[src/rtl/credit_rr_output_arbiter_if.sv]
// Handshake bundle between the five input buffers, the downstream credit
// return path and one router output arbiter.
interface credit_rr_output_arbiter_if #(
   parameter int CW = 3
);
   logic [4:0]    req;
   logic [4:0]    tail;
   logic          credit_in;
   logic [4:0]    grant;
   logic [4:0]    Xbar_sel;
   logic          valid_out;
   logic [CW-1:0] credits;
   logic          busy;
   logic          credit_err;

   modport master (
      output req, tail, credit_in,
      input  grant, Xbar_sel, valid_out, credits, busy, credit_err
   );

   modport slave (
      input  req, tail, credit_in,
      output grant, Xbar_sel, valid_out, credits, busy, credit_err
   );
endinterface

[src/rtl/credit_rr_output_arbiter.sv]
// Round-robin packet arbiter for one mesh router output (inputs L,N,E,W,S),
// holding the output per packet and pacing flits against downstream credits.
//
// state  | meaning
// IDLE   | no packet owns the output; pick next winner from rr pointer
// LOCKED | output owned by winner until its tail flit transfers
module credit_rr_output_arbiter #(
   parameter int CREDITS = 4,
   parameter int CW      = 3
) (
   input logic                          clk,
   input logic                          rst,
   credit_rr_output_arbiter_if.slave    bus
);

   typedef enum logic {IDLE, LOCKED} state_t;

   localparam logic [CW-1:0] CREDITS_MAX = CW'(CREDITS);

   state_t        state;
   logic [2:0]    ptr;
   logic [2:0]    winner;
   logic [4:0]    xbar_q;
   logic [CW-1:0] credits_q;
   logic          credit_err_q;

   logic [2:0]    pick;
   logic          pick_found;
   logic [4:0]    grant_c;
   logic          transfer;
   logic [3:0]    scan_sum;
   logic [2:0]    scan_idx;

   // First requester at or above the pointer, wrapping modulo 5.
   always_comb begin
      pick       = '0;
      pick_found = 1'b0;
      scan_sum   = '0;
      scan_idx   = '0;
      for (int i = 0; i < 5; i++) begin
         scan_sum = {1'b0, ptr} + 4'(i);
         scan_idx = (scan_sum >= 4'd5) ? 3'(scan_sum - 4'd5) : scan_sum[2:0];
         if (!pick_found && bus.req[scan_idx]) begin
            pick_found = 1'b1;
            pick       = scan_idx;
         end
      end
   end

   // Uses the registered credit count, so a same-cycle credit_in cannot unblock a flit.
   always_comb begin
      grant_c = '0;
      if (state == LOCKED && bus.req[winner] && credits_q != '0)
         grant_c[winner] = 1'b1;
   end

   assign transfer = |grant_c;

   always_ff @(posedge clk) begin
      if (!rst) begin
         state        <= IDLE;
         ptr          <= '0;
         winner       <= '0;
         xbar_q       <= '0;
         credits_q    <= CREDITS_MAX;
         credit_err_q <= 1'b0;
      end else begin
         case (state)
            IDLE: begin
               if (pick_found) begin
                  winner <= pick;
                  xbar_q <= 5'b00001 << pick;
                  state  <= LOCKED;
               end
            end
            LOCKED: begin
               if (transfer && bus.tail[winner]) begin
                  state  <= IDLE;
                  xbar_q <= '0;
                  ptr    <= (winner == 3'd4) ? 3'd0 : winner + 3'd1;
               end
            end
            default: begin
               state  <= IDLE;
               xbar_q <= '0;
            end
         endcase

         if (transfer && !bus.credit_in) begin
            credits_q <= credits_q - 1'b1;
         end else if (bus.credit_in && !transfer) begin
            if (credits_q == CREDITS_MAX)
               credit_err_q <= 1'b1;
            else
               credits_q <= credits_q + 1'b1;
         end
      end
   end

   assign bus.grant      = grant_c;
   assign bus.valid_out  = transfer;
   assign bus.Xbar_sel   = xbar_q;
   assign bus.busy       = (state == LOCKED);
   assign bus.credits    = credits_q;
   assign bus.credit_err = credit_err_q;

endmodule

[src/flat_wrapper.sv]
// flat-port wrapper written by rule: the top's interface ports become plain ports
module credit_rr_output_arbiter_flat 
#(
   parameter int CREDITS = 4,
   parameter int CW      = 3
)
  (clk, rst, bus_req, bus_tail, bus_credit_in, bus_grant, bus_Xbar_sel, bus_valid_out, bus_credits, bus_busy, bus_credit_err);
  credit_rr_output_arbiter_if #(.CW(CW)) bus_i ();
  input logic clk;
  input logic rst;
  input wire logic [$bits(bus_i.req)-1:0] bus_req;
  input wire logic [$bits(bus_i.tail)-1:0] bus_tail;
  input wire logic [$bits(bus_i.credit_in)-1:0] bus_credit_in;
  output wire logic [$bits(bus_i.grant)-1:0] bus_grant;
  output wire logic [$bits(bus_i.Xbar_sel)-1:0] bus_Xbar_sel;
  output wire logic [$bits(bus_i.valid_out)-1:0] bus_valid_out;
  output wire logic [$bits(bus_i.credits)-1:0] bus_credits;
  output wire logic [$bits(bus_i.busy)-1:0] bus_busy;
  output wire logic [$bits(bus_i.credit_err)-1:0] bus_credit_err;
  assign bus_i.req = bus_req;
  assign bus_i.tail = bus_tail;
  assign bus_i.credit_in = bus_credit_in;
  assign bus_grant = bus_i.grant;
  assign bus_Xbar_sel = bus_i.Xbar_sel;
  assign bus_valid_out = bus_i.valid_out;
  assign bus_credits = bus_i.credits;
  assign bus_busy = bus_i.busy;
  assign bus_credit_err = bus_i.credit_err;
  credit_rr_output_arbiter #(.CREDITS(CREDITS), .CW(CW)) u_core (.clk(clk), .rst(rst), .bus(bus_i));
endmodule
[config.mk]
export PLATFORM = sky130hd
export DESIGN_NAME = credit_rr_output_arbiter_flat
export DESIGN_NICKNAME = d
export VERILOG_FILES = /design/src/rtl/credit_rr_output_arbiter_if.sv /design/src/rtl/credit_rr_output_arbiter.sv /design/src/flat_wrapper.sv
export SDC_FILE = /design/constraint.sdc
export NUM_CORES = 1
export LEC_CHECK = 0
export ABC_AREA = 1
export ABC_CLOCK_PERIOD_IN_PS = 3500
export CORE_AREA = 2 2 82 84
export DETAILED_ROUTE_END_ITERATION = 10
export DIE_AREA = 0 0 84 86
export PLACE_DENSITY = 0.5
export SYNTH_ARGS = -nofsm -noshare
export SYNTH_HDL_FRONTEND = slang
export SYNTH_SLANG_ARGS = --single-unit
[constraint.sdc]
create_clock -name clk -period 3.5 [get_ports clk]
set_input_delay 0.7 -clock clk [delete_from_list [all_inputs] [get_ports clk]]
set_output_delay 0.7 -clock clk [all_outputs]
set_load 0.01 [all_outputs]
==> summary.md, run 1 <==
| Metric | Value |
|---|---|
| Lkg Pwr | ~1 nW |
| I/O Pins | 29 |
| Critical path startpoint | bus_req[1] |
| H-tree levels | 1 |
| P&R area growth vs syn | 24.81% |
| Setup crit end | bus_valid_out |
| Yosys warning count | 0 |
| Slowest CP cell | clkdlybuf4s50_1 |
| Number of synthesized flops with an enable pin | 0 |
| CTS Hold Bufs | 0 |
| Net Count, Synth | approximately 310 |
| Reg power frac | a little over a fifth |
| Vias in the first global route | around 1900 |
| # setup viols final | 0 |
| Min-delay src | u_core.bus.Xbar_sel[2]$_SDFFE_PN0P_ |
| Post-Synth Simple-Gate Area | a little over two fifths |
| Flops & latches, synth | 16 |
| Layout net count | 348 |
| Reg-to-Reg End | u_core.bus.Xbar_sel[0]$_SDFFE_PN0P_ |
| Final Hold Viols | 0 |
| Worst-path clk slew | around 0.06 ns |
| Relative slew slack | 67.78% |
| Gr ovfl total | 0 |
| Count leader, synth | nand2_1 |
| Post-DRT Antenna Nets | 0 |
| Largest family of logic cells by synthesized area | simple AND/OR/NAND/NOR gates |
| CP Cell Sequence | clkdlybuf4s50_1, inv_1, o22ai_1, a21oi_1, o211ai_1, nand3_1, buf_4, inv_1, clkdlybuf4s50_1 |
| Reg-to-reg startpoint | u_core.ptr[1]$_SDFFE_PN0P_ |
| Top FF cell, synth | dfxtp_1 |
| Fin Clk Skew | 0.004021 ns |
| DR DRC count | 0 |
| Synth area leaders | dfxtp_1 18%, nand2_1 12%, nand3_1 11% |
| ANT cells | 0 |
| IO buf count | 28 |
| Power Internal | roughly 0.67 mW |
| Share of layout cells above drive strength 1 | 12.19% |
| Finished Layout Cells | around 400 |
| HPWL Detailed | 4212 um |
| Largest net degree at the start of global routing | 13 |
| # clock sinks | 16 |
| Routed len/inst | ~13 um |
| Seq/Total Area, Yosys | between 10% and 20% |
| R2r setup slk | ~0.57 ns |
| Adder-cell share of the synthesized area | a little over a tenth |
| Tightest Pin Transition | 0.4782 ns |
| First-pass GRT wire length | 8928 um |
| DR iter-0 viols | 99 |
| GRT Util Overall | about 15% |
| Clock power frac | between 10% and 20% |
| Fin. max-slew vios | 0 |
| Largest area contributor in the netlist | dfxtp_1 |
| Critical Path Start Type | input port |
| Placed cells | just under 400 |
| Crit path DAT | between 2 and 3 ns |
| Worst Path Class, Setup | input port to primary output |
| CTS resizes | 0 |
| Outcome | finished, final reports clean |
| Switching Power | 0.7002 mW |
| Synth top cells by count | 58 x nand2_1, 41 x nand3_1, 40 x inv_1 |
| RSZ-0062 raised after global routing | no |
| Via/cell ratio | between 4 and 5 |
| Worst-case reg-to-reg path depth | 17 |
| Die height | ~86 um |
| Comb pwr share | between 60% and 70% |
| Switch share | ~50% |
| Post-synth top area share | between 10% and 20% |
| VDD IR max | ~0.00026 V |
| Layout fillers | ~700 |
| Hold crit path type | flip-flop to flip-flop |
| Setup TNS | 0 ns |
| Initial antenna violation count | 0 |
| Root Buffer | clkbuf_8 |
| Mux cell area share after synthesis | 0% |
| Crit path max fanout | 5 |
| Tcrit/Tclk final | between 90% and 100% |
| CTS tree | yes |
| Clock buffer depth | 2 |
| DRT Wirelength | between 5000 and 6000 um |
| MaxCap Viol Count | 0 |
| Width of the die | 84 um |
| Fmax achieved | about 310 MHz |
| Synth cell types | 34 |
| Slowest stage delay, CP | about 0.54 ns |
| Post-Route Utilization | around 36% |
| P per Cell Area | ~600 nW/um2 |
| Worst path bufs/invs | 5 |
| Syn_area_per_cell | 6.405 um2 |
| Top Family by Delay on Critical Path | buffers and inverters |
| Rows | 29 |
| PnR Total Power | between 1 and 1.5 mW |
| Post-Synth XOR/XNOR Area | 1.851% |
| Routed via count | approximately 2000 |
| Worst skew pair latency | ~0.25 ns |
| Drt pass-1 iters | 4 |
| Crit. End Element | primary output |
| Final GP Congestion | approximately 0.94 |
| Ys async rst share | 0% |
| Post-Syn Instances | 285 |
| Core area | 6277 um2 |
| Synthesized cell area | approximately 1800 um2 |
| Full die area | between 7000 and 8000 um2 |
| Initial Util | 29.08% |
| Inserted Clock Buffers | 3 |
| Area fraction in compound gates after synthesis | between 10% and 20% |
| Worst path depth | 9 |
| CP Data Required Time | between 2 and 3 ns |
| Post-CTS setup buffer count | 0 |
| Final worst path period need | about 3.3 ns |
-- logic make-up after synthesis --
kind of cell             Yosys count
AO/OA/AOI/OAI                     50
XOR/XNOR                           3
adder cells (fa/ha/maj)           14
buffers and inverters             48
flip-flops                        16
AND/OR/NAND/NOR                  154
-- layer usage --
layer  track usage (%)  up-vias  wire [um]
li1                  -     1024          -
met1             19.70      889       2496
met2             25.75       43       2379
met3             2.021        8        209
met5                 0        -          0
met4             4.252        0         86
-- through the flow --
stage	hold WS [ns]	worst slack, ns	area, um2
detailed placement	0.4497	0.2522	2223
global route	0.4875	0.05099	2278
floorplan	0.4740	0.9456	1826
finish	0.4606	0.2309	2278
global placement	0.4466	0.2165	2223
CTS	0.4639	0.2294	2278
-- cell type report --
class / instances / area (um2) / share of cell area, %
Multi-Input combinational cell: 221 / 1316 / 57.77
Sequential cell: 16 / 320.3 / 14.06
Timing Repair Buffer: 33 / 317.8 / 13.95
Inverter: 46 / 172.7 / 7.578
Tap cell: 77 / 96.34 / 4.228
Clock buffer: 4 / 55.05 / 2.416
-- worst min path at each step --
| stage | to | depth (start not counted) |
|---|---|---|
| final | u_core.bus.Xbar_sel[2]$_SDFFE_PN0P_ | 2 |
| after detailed placement | u_core.bus.credit_err$_SDFFE_PN0P_ | 2 |
| after global routing | u_core.bus.Xbar_sel[1]$_SDFFE_PN0P_ | 2 |
| after global placement | u_core.bus.credit_err$_SDFFE_PN0P_ | 2 |
| after floorplan | u_core.bus.credit_err$_SDFFE_PN0P_ | 2 |
| after CTS | u_core.bus.Xbar_sel[3]$_SDFFE_PN0P_ | 2 |
-- state kept, by name (all words and copies together), names as in the netlist --
signal and count:
u_core.bus.Xbar_sel 5, u_core.bus.busy 1, u_core.bus.credit_err 1, u_core.bus.credits 3, u_core.ptr 3, u_core.winner 3
-- cells in the final DEF (no fill, tap or decap), types with 5 or more instances in the layout --
master,count
a21oi_1,17
buf_4,5
clkdlybuf4s50_1,28
dfxtp_1,16
ha_1,12
inv_1,40
inv_2,5
nand2_1,58
nand2_2,10
nand3_1,41
nand4_1,9
nor2_1,18
nor3_1,5
o21ai_0,15
o21ai_1,5
-- worst register-to-register path, stage by stage (launching register included) --
cell and delay [ns]:
dfxtp_1 0.52, inv_1 0.21, ha_1 0.27, ha_1 0.36
inv_1 0.10, nand2_1 0.07, o21ai_0 0.13, inv_1 0.11
nand2_1 0.09, nand2_4 0.12, nand3_4 0.10, nor2_8 0.13
nand2_2 0.08, o21ai_4 0.17, inv_2 0.11, nor2_8 0.11
nand2_1 0.06, a21oi_1 0.13
-- power groups by stage --
stage / Sequential [mW] / Combinational, mW / Clock (mW)
after floorplan: 0.289 / 0.628 / 0
after global placement: 0.292 / 0.919 / 0
after detailed placement: 0.291 / 0.917 / 0
after CTS: 0.288 / 0.921 / 0.175
after global routing: 0.298 / 1.05 / 0.183
final: 0.288 / 0.918 / 0.167
Power figures use the tool's default switching activity.
==> run 2, diff against run 1 <==
--- a/config.mk
+++ b/config.mk
@@ -7,10 +7,12 @@
 export LEC_CHECK = 0
 export ABC_AREA = 1
 export ABC_CLOCK_PERIOD_IN_PS = 3500
-export CORE_AREA = 2 2 82 84
+export CORE_AREA = 2 2 114 61
+export CTS_BUF_LIST = sky130_fd_sc_hd__clkbuf_8
 export DETAILED_ROUTE_END_ITERATION = 10
-export DIE_AREA = 0 0 84 86
-export PLACE_DENSITY = 0.5
+export DIE_AREA = 0 0 116 63
+export PLACE_DENSITY = 0.51
+export SLEW_MARGIN = 20
 export SYNTH_ARGS = -nofsm -noshare
 export SYNTH_HDL_FRONTEND = slang
 export SYNTH_SLANG_ARGS = --single-unit
==> summary.md, run 2 (synthesis gave the netlist of run 1 again) <==
| Metric | Value |
|---|---|
| Outcome | finished, final reports clean |
| Worst Path Class, Setup | input port to primary output |
| DR DRC count | 0 (unchanged) |
| Worst-path clk slew | 0.06 ns (about the same) |
| GR Layer Usage met2 | 16.67% (-9.1 points) |
| Initial Util | 28.71% (-0.37 points) |
| Hold crit path type | flip-flop to flip-flop |
| Core area | 6359 um2 (+1.3%) |
| Width of the die | 116 um (+38%) |
| Worst-case reg-to-reg path depth | 18 (+1) |
| Commonest non-fill, non-tap cell in the layout | nand2_1 |
| GRT Util Overall | 16.23% (+1.2 points) |
| CP Data Required Time | 2.80 ns (about the same) |
| Grt peak-use layer | met1 |
| Largest net degree at the start of global routing | 13 (unchanged) |
| Post-CTS setup buffer count | 0 (unchanged) |
| HPWL Detailed | 4762 um (+13%) |
| Met3 GRT Util | 3.298% (+1.3 points) |
| Tcrit/Tclk final | 93.87% (+0.47 points) |
| Vias in the first global route | 1640 (-13%) |
| Root Buffer | clkbuf_8 |
| Commonest cells after routing, fill and taps aside | 58 x nand2_1, 41 x nand3_1, 40 x inv_1 |
| Initial antenna violation count | 0 (unchanged) |
| CTS resizes | 0 (unchanged) |
| First-pass GRT wire length | 9080 um (+1.7%) |
| # clock sinks | 16 (unchanged) |
| IO buf count | 28 (unchanged) |
| CTS Hold Bufs | 0 (unchanged) |
| Worst skew pair latency | 0.26 ns (about the same) |
| Rows | 21 (-28%) |
| Crit path DAT | 2.59 ns (+0.02 ns) |
| RSZ-0062 raised after global routing | no |
| Fmax achieved | 304.4 MHz (-0.50%) |
| Drt pass-1 iters | 5 (+1) |
| Routed len/inst | 13.63 um (+4.6%) |
| Via/cell ratio | 4.651 (-6.0%) |
| CTS tree | yes |
| H-tree levels | 1 (unchanged) |
| Full die area | 7308 um2 (+1.2%) |
| Final worst path period need | 3.285 ns (+0.01629 ns) |
| Layout net count | 349 (+0.29%) |
| Final Hold Viols | 0 (unchanged) |
| MaxCap Viol Count | 0 (unchanged) |
| I/O Pins | 29 (unchanged) |
| Routed via count | 1921 (-2.2%) |
| P per Cell Area | 607.0 nW/um2 (+0.76%) |
| # setup viols final | 0 (unchanged) |
| Max reg flops | 5 (unchanged) |
| Die height | 63 um (-27%) |
| Fin Clk Skew | 0.006958 ns (+0.002937 ns) |
| Share of layout cells above drive strength 1 | 12.46% (+0.27 points) |
| ANT cells | 0 (unchanged) |
| DR iter-0 viols | 179 (+81%) |
| Clock buffer depth | 2 (unchanged) |
| Post-DRT Antenna Nets | 0 (unchanged) |
| DRT Wirelength | 5628 um (+8.9%) |
| Fin. max-slew vios | 0 (unchanged) |
| P&R area growth vs syn | 26.25% |
| Relative slew slack | 58.07% (-9.7 points) |
| Crit path max fanout | 5 (unchanged) |
| VDD IR max | 0.0002110 V (-20%) |
| Hold path cells | 2 (unchanged) |
| Setup TNS | 0 ns (unchanged) |
| Gr ovfl total | 0 (unchanged) |
| Met1 usage | 30.51% (+11 points) |
| Crit. End Element | primary output |
| Tightest Pin Transition | 0.6224 ns (+0.1442 ns) |
| Inserted Clock Buffers | 3 (unchanged) |
| Lkg Pwr | 1.004 nW (+0.48%) |
| Critical Path Start Type | input port |
| PnR Total Power | 1.399 mW (+1.9%) |
| Final GP Congestion | 0.8400 (-11%) |
==> run 2: cell count changes in the layout (fill, tap and decap cells not counted) <==
cell	before	now
buf_4	5	6
==> run 2: report_power, final <==
part           switching (mW)  internal [mW]  total (mW)
registers              0.0578          0.232       0.290
clock network          0.0700          0.100       0.170
logic                   0.597          0.343       0.939
==> run 2: worst paths after layout <==
check	startpoint	to	slack (ns)
worst max register to register	u_core.ptr[0]$_SDFFE_PN0P_	u_core.bus.Xbar_sel[2]$_SDFFE_PN0P_	0.46
worst min register to register	u_core.bus.credit_err$_SDFFE_PN0P_	u_core.bus.credit_err$_SDFFE_PN0P_	0.45
worst min-delay path	u_core.bus.credit_err$_SDFFE_PN0P_	u_core.bus.credit_err$_SDFFE_PN0P_	0.45
worst max-delay path	bus_req[1]	bus_valid_out	0.21
==> run 2: per-stage QoR <==
step	std cells	cell area (um2)	worst slack [ns]	util [%]	hold slack, ns
finish	413	2305	0.2146	36.25	0.4546
global route	413	2305	0.02873	36.25	0.4816
CTS	413	2305	0.1968	36.25	0.4577
global placement	409	2250	0.2395	35.38	0.4466
detailed placement	409	2250	0.2064	35.38	0.4464
floorplan	285	1826	0.9456	-	0.4740
==> run 2: cell type report <==
class / instances / area (um2)
clock buffers: 4 / 55.05
multi-input cells: 221 / 1316
inverters: 46 / 172.7
repair buffers: 34 / 325.3
fillers: 706 / 4054
flip-flops and latches: 16 / 320.3
well taps: 92 / 115.1
==> run 2: routing by layer <==
metal | part of all wire (%) | routed length (um)
met2 | 31 | 1766
met3 | 7.7 | 433
met5 | 0 | 0
met4 | 0 | 0
met1 | 61 | 3429
==> run 2: critical path, cell delays in order <==
cell	delay, ns
clkdlybuf4s50_1	0.50
inv_1	0.07
o22ai_1	0.19
a21oi_1	0.06
o211ai_1	0.09
nand3_1	0.14
buf_4	0.18
inv_1	0.10
clkdlybuf4s50_1	0.55
==> run 3, diff against run 2 <==
==> constraint.sdc (replaced) <==
create_clock -name clk -period 3.5 [get_ports clk]
set_input_delay 0.7 -clock clk [delete_from_list [all_inputs] [get_ports clk]]
set_output_delay 0.7 -clock clk [all_outputs]
set_load 0.005 [all_outputs]
==> summary.md, run 3 (synthesis gave the netlist of run 1 again) <==
| Metric | Value |
|---|---|
| ANT cells | 0 (unchanged) |
| IO buf count | 28 (unchanged) |
| Commonest cells after routing, fill and taps aside | 58 x nand2_1, 41 x nand3_1, 40 x inv_1 |
| Lkg Pwr | 0.9840 nW (-2.0%) |
| GRT Util Overall | 16.39% (+0.16 points) |
| CTS tree | yes |
| DRT Wirelength | 5493 um (-2.4%) |
| Root Buffer | clkbuf_8 |
| Share of layout cells above drive strength 1 | 11.36% (-1.1 points) |
| Final hold slack | 0.4607 ns (+0.006045 ns) |
| Tcrit/Tclk final | 93.19% (-0.68 points) |
| Rows | 21 (unchanged) |
| Slowest stage delay, CP | 0.51 ns (-0.04 ns) |
| Full die area | 7308 um2 (unchanged) |
| Power Internal | 0.6629 mW (-1.7%) |
| Max reg flops | 5 (unchanged) |
| Fin. max-slew vios | 0 (unchanged) |
| Worst Path Class, Setup | input port to primary output |
| CTS Hold Bufs | 0 (unchanged) |
| Final GP Congestion | 0.8675 (+3.3%) |
| Via/cell ratio | 4.699 (+1.0%) |
| CP most frequent cell | clkdlybuf4s50_1 |
| MaxCap Viol Count | 0 (unchanged) |
| Worst slack at placement | 0.1978 ns (-0.008612 ns) |
| Core area | 6359 um2 (unchanged) |
| P&R area growth vs syn | 24.61% |
| CP Data Required Time | 2.80 ns (about the same) |
| Crit path DAT | 2.56 ns (-0.03 ns) |
| Switch share | 51.60% (-0.18 points) |
| Layout net count | 345 (-1.1%) |
| Setup TNS | 0 ns (unchanged) |
| HPWL Detailed | 4593 um (-3.6%) |
| DR DRC count | 0 (unchanged) |
| Worst-path clk slew | 0.06 ns (about the same) |
| RSZ-0062 raised after global routing | no |
| DR iter-0 viols | 170 (-5.0%) |
| First-pass GRT wire length | 9335 um (+2.8%) |
| CP Cell Sequence | clkdlybuf4s50_1, inv_1, o22ai_1, a21oi_1, o211ai_1, nand3_1, buf_4, nor2_1, clkdlybuf4s50_1 |
| VDD IR max | 0.0001537 V (-27%) |
| Fin Clk Skew | 0.005360 ns (-0.001598 ns) |
| Post-CTS setup buffer count | 0 (unchanged) |
| Reg power frac | 21.2% (+0.5 points) |
| Switching Power | 0.7067 mW (-2.4%) |
| GR Layer Usage met2 | 17.32% (+0.66 points) |
| Comb pwr share | 66.3% (-0.8 points) |
| Largest net degree at the start of global routing | 13 (unchanged) |
| Slowest CP cell | clkdlybuf4s50_1 |
| Clock buffer depth | 2 (unchanged) |
| I/O Pins | 29 (unchanged) |
| H-tree levels | 1 (unchanged) |
| Final worst path period need | 3.262 ns (-0.02390 ns) |
| Die height | 63 um (unchanged) |
| Clock power frac | 12.4% (+0.2 points) |
| Commonest non-fill, non-tap cell in the layout | nand2_1 |
| Tightest Pin Transition | 0.5480 ns (-0.07444 ns) |
| Routed len/inst | 13.43 um (-1.4%) |
| Met3 GRT Util | 2.910% (-0.39 points) |
| Inserted Clock Buffers | 3 (unchanged) |
| # clock sinks | 16 (unchanged) |
| Drt pass-1 iters | 5 (unchanged) |
| Crit path max fanout | 5 (unchanged) |
| Worst Setup Slack, final | 0.2385 ns (+0.02390 ns) |
| Layout fillers | 726 (+2.8%) |
| Critical Path Start Type | input port |
| Fmax achieved | 306.6 MHz (+0.73%) |
| Outcome | finished, final reports clean |
| Met1 usage | 30.56% (+0.048 points) |
| Hold crit path type | flip-flop to flip-flop |
| Routed via count | 1922 (+0.052%) |
| Worst skew pair latency | 0.26 ns (about the same) |
| Final Hold Viols | 0 (unchanged) |
| # setup viols final | 0 (unchanged) |
| P per Cell Area | 602.1 nW/um2 (-0.80%) |
| Vias in the first global route | 1696 (+3.4%) |
| Grt peak-use layer | met1 |
| CTS resizes | 0 (unchanged) |
| Initial antenna violation count | 0 (unchanged) |
| Initial Util | 28.71% (unchanged) |
| Gr ovfl total | 0 (unchanged) |
| Width of the die | 116 um (unchanged) |
| Crit. End Element | primary output |
| Relative slew slack | 63.08% (+5.0 points) |
| Post-DRT Antenna Nets | 0 (unchanged) |
==> run 3: metrics by stage <==
step	util [%]	instances	power [mW]	area, um2
6_report	35.77	409	1.370	2275
5_1_grt	35.77	409	1.510	2275
4_1_cts	35.77	409	1.364	2275
3_5_place_dp	34.91	405	1.185	2220
3_3_place_gp	34.91	405	1.199	2220
2_1_floorplan	-	285	0.9008	1826
==> run 3: metal layers <==
metal  part of all wire, %  wire, um
met3                   6.3       347
met1                    62      3379
met2                    32      1748
met5                     0         0
met4                  0.33        18
==> run 3: path summary, 6_finish.rpt <==
kind                                  startpoint                             endpoint  slack [ns]  cells after the start
min reg2reg  u_core.bus.Xbar_sel[2]$_SDFFE_PN0P_  u_core.bus.Xbar_sel[2]$_SDFFE_PN0P_        0.46                      2
max                                   bus_req[1]                         bus_grant[0]        0.24                      9
max reg2reg           u_core.ptr[0]$_SDFFE_PN0P_  u_core.bus.Xbar_sel[2]$_SDFFE_PN0P_        0.46                     18
min          u_core.bus.Xbar_sel[2]$_SDFFE_PN0P_  u_core.bus.Xbar_sel[2]$_SDFFE_PN0P_        0.46                      2
==> run 3: power by group through the flow <==
stage,combinational (mW),clock (mW),sequential [mW]
global route,1.03,0.184,0.299
finish,0.908,0.170,0.291
detailed placement,0.893,0,0.292
floorplan,0.624,0,0.277
CTS,0.897,0.178,0.289
global placement,0.906,0,0.293
==> run 3: area by class of cell <==
class / instances / area, um2 / area share (%)
repair buffers: 30 / 295.3 / 12.98
multi-input cells: 221 / 1316 / 57.87
flip-flops and latches: 16 / 320.3 / 14.08
clock buffers: 4 / 55.05 / 2.420
inverters: 46 / 172.7 / 7.591
well taps: 92 / 115.1 / 5.060
==> run 3: critical path, delay by kind of cell <==
family                 cells  cell delay (ns)
buffers and inverters      4             1.29
AO/OA/AOI/OAI              3             0.32
AND/OR/NAND/NOR            2             0.24
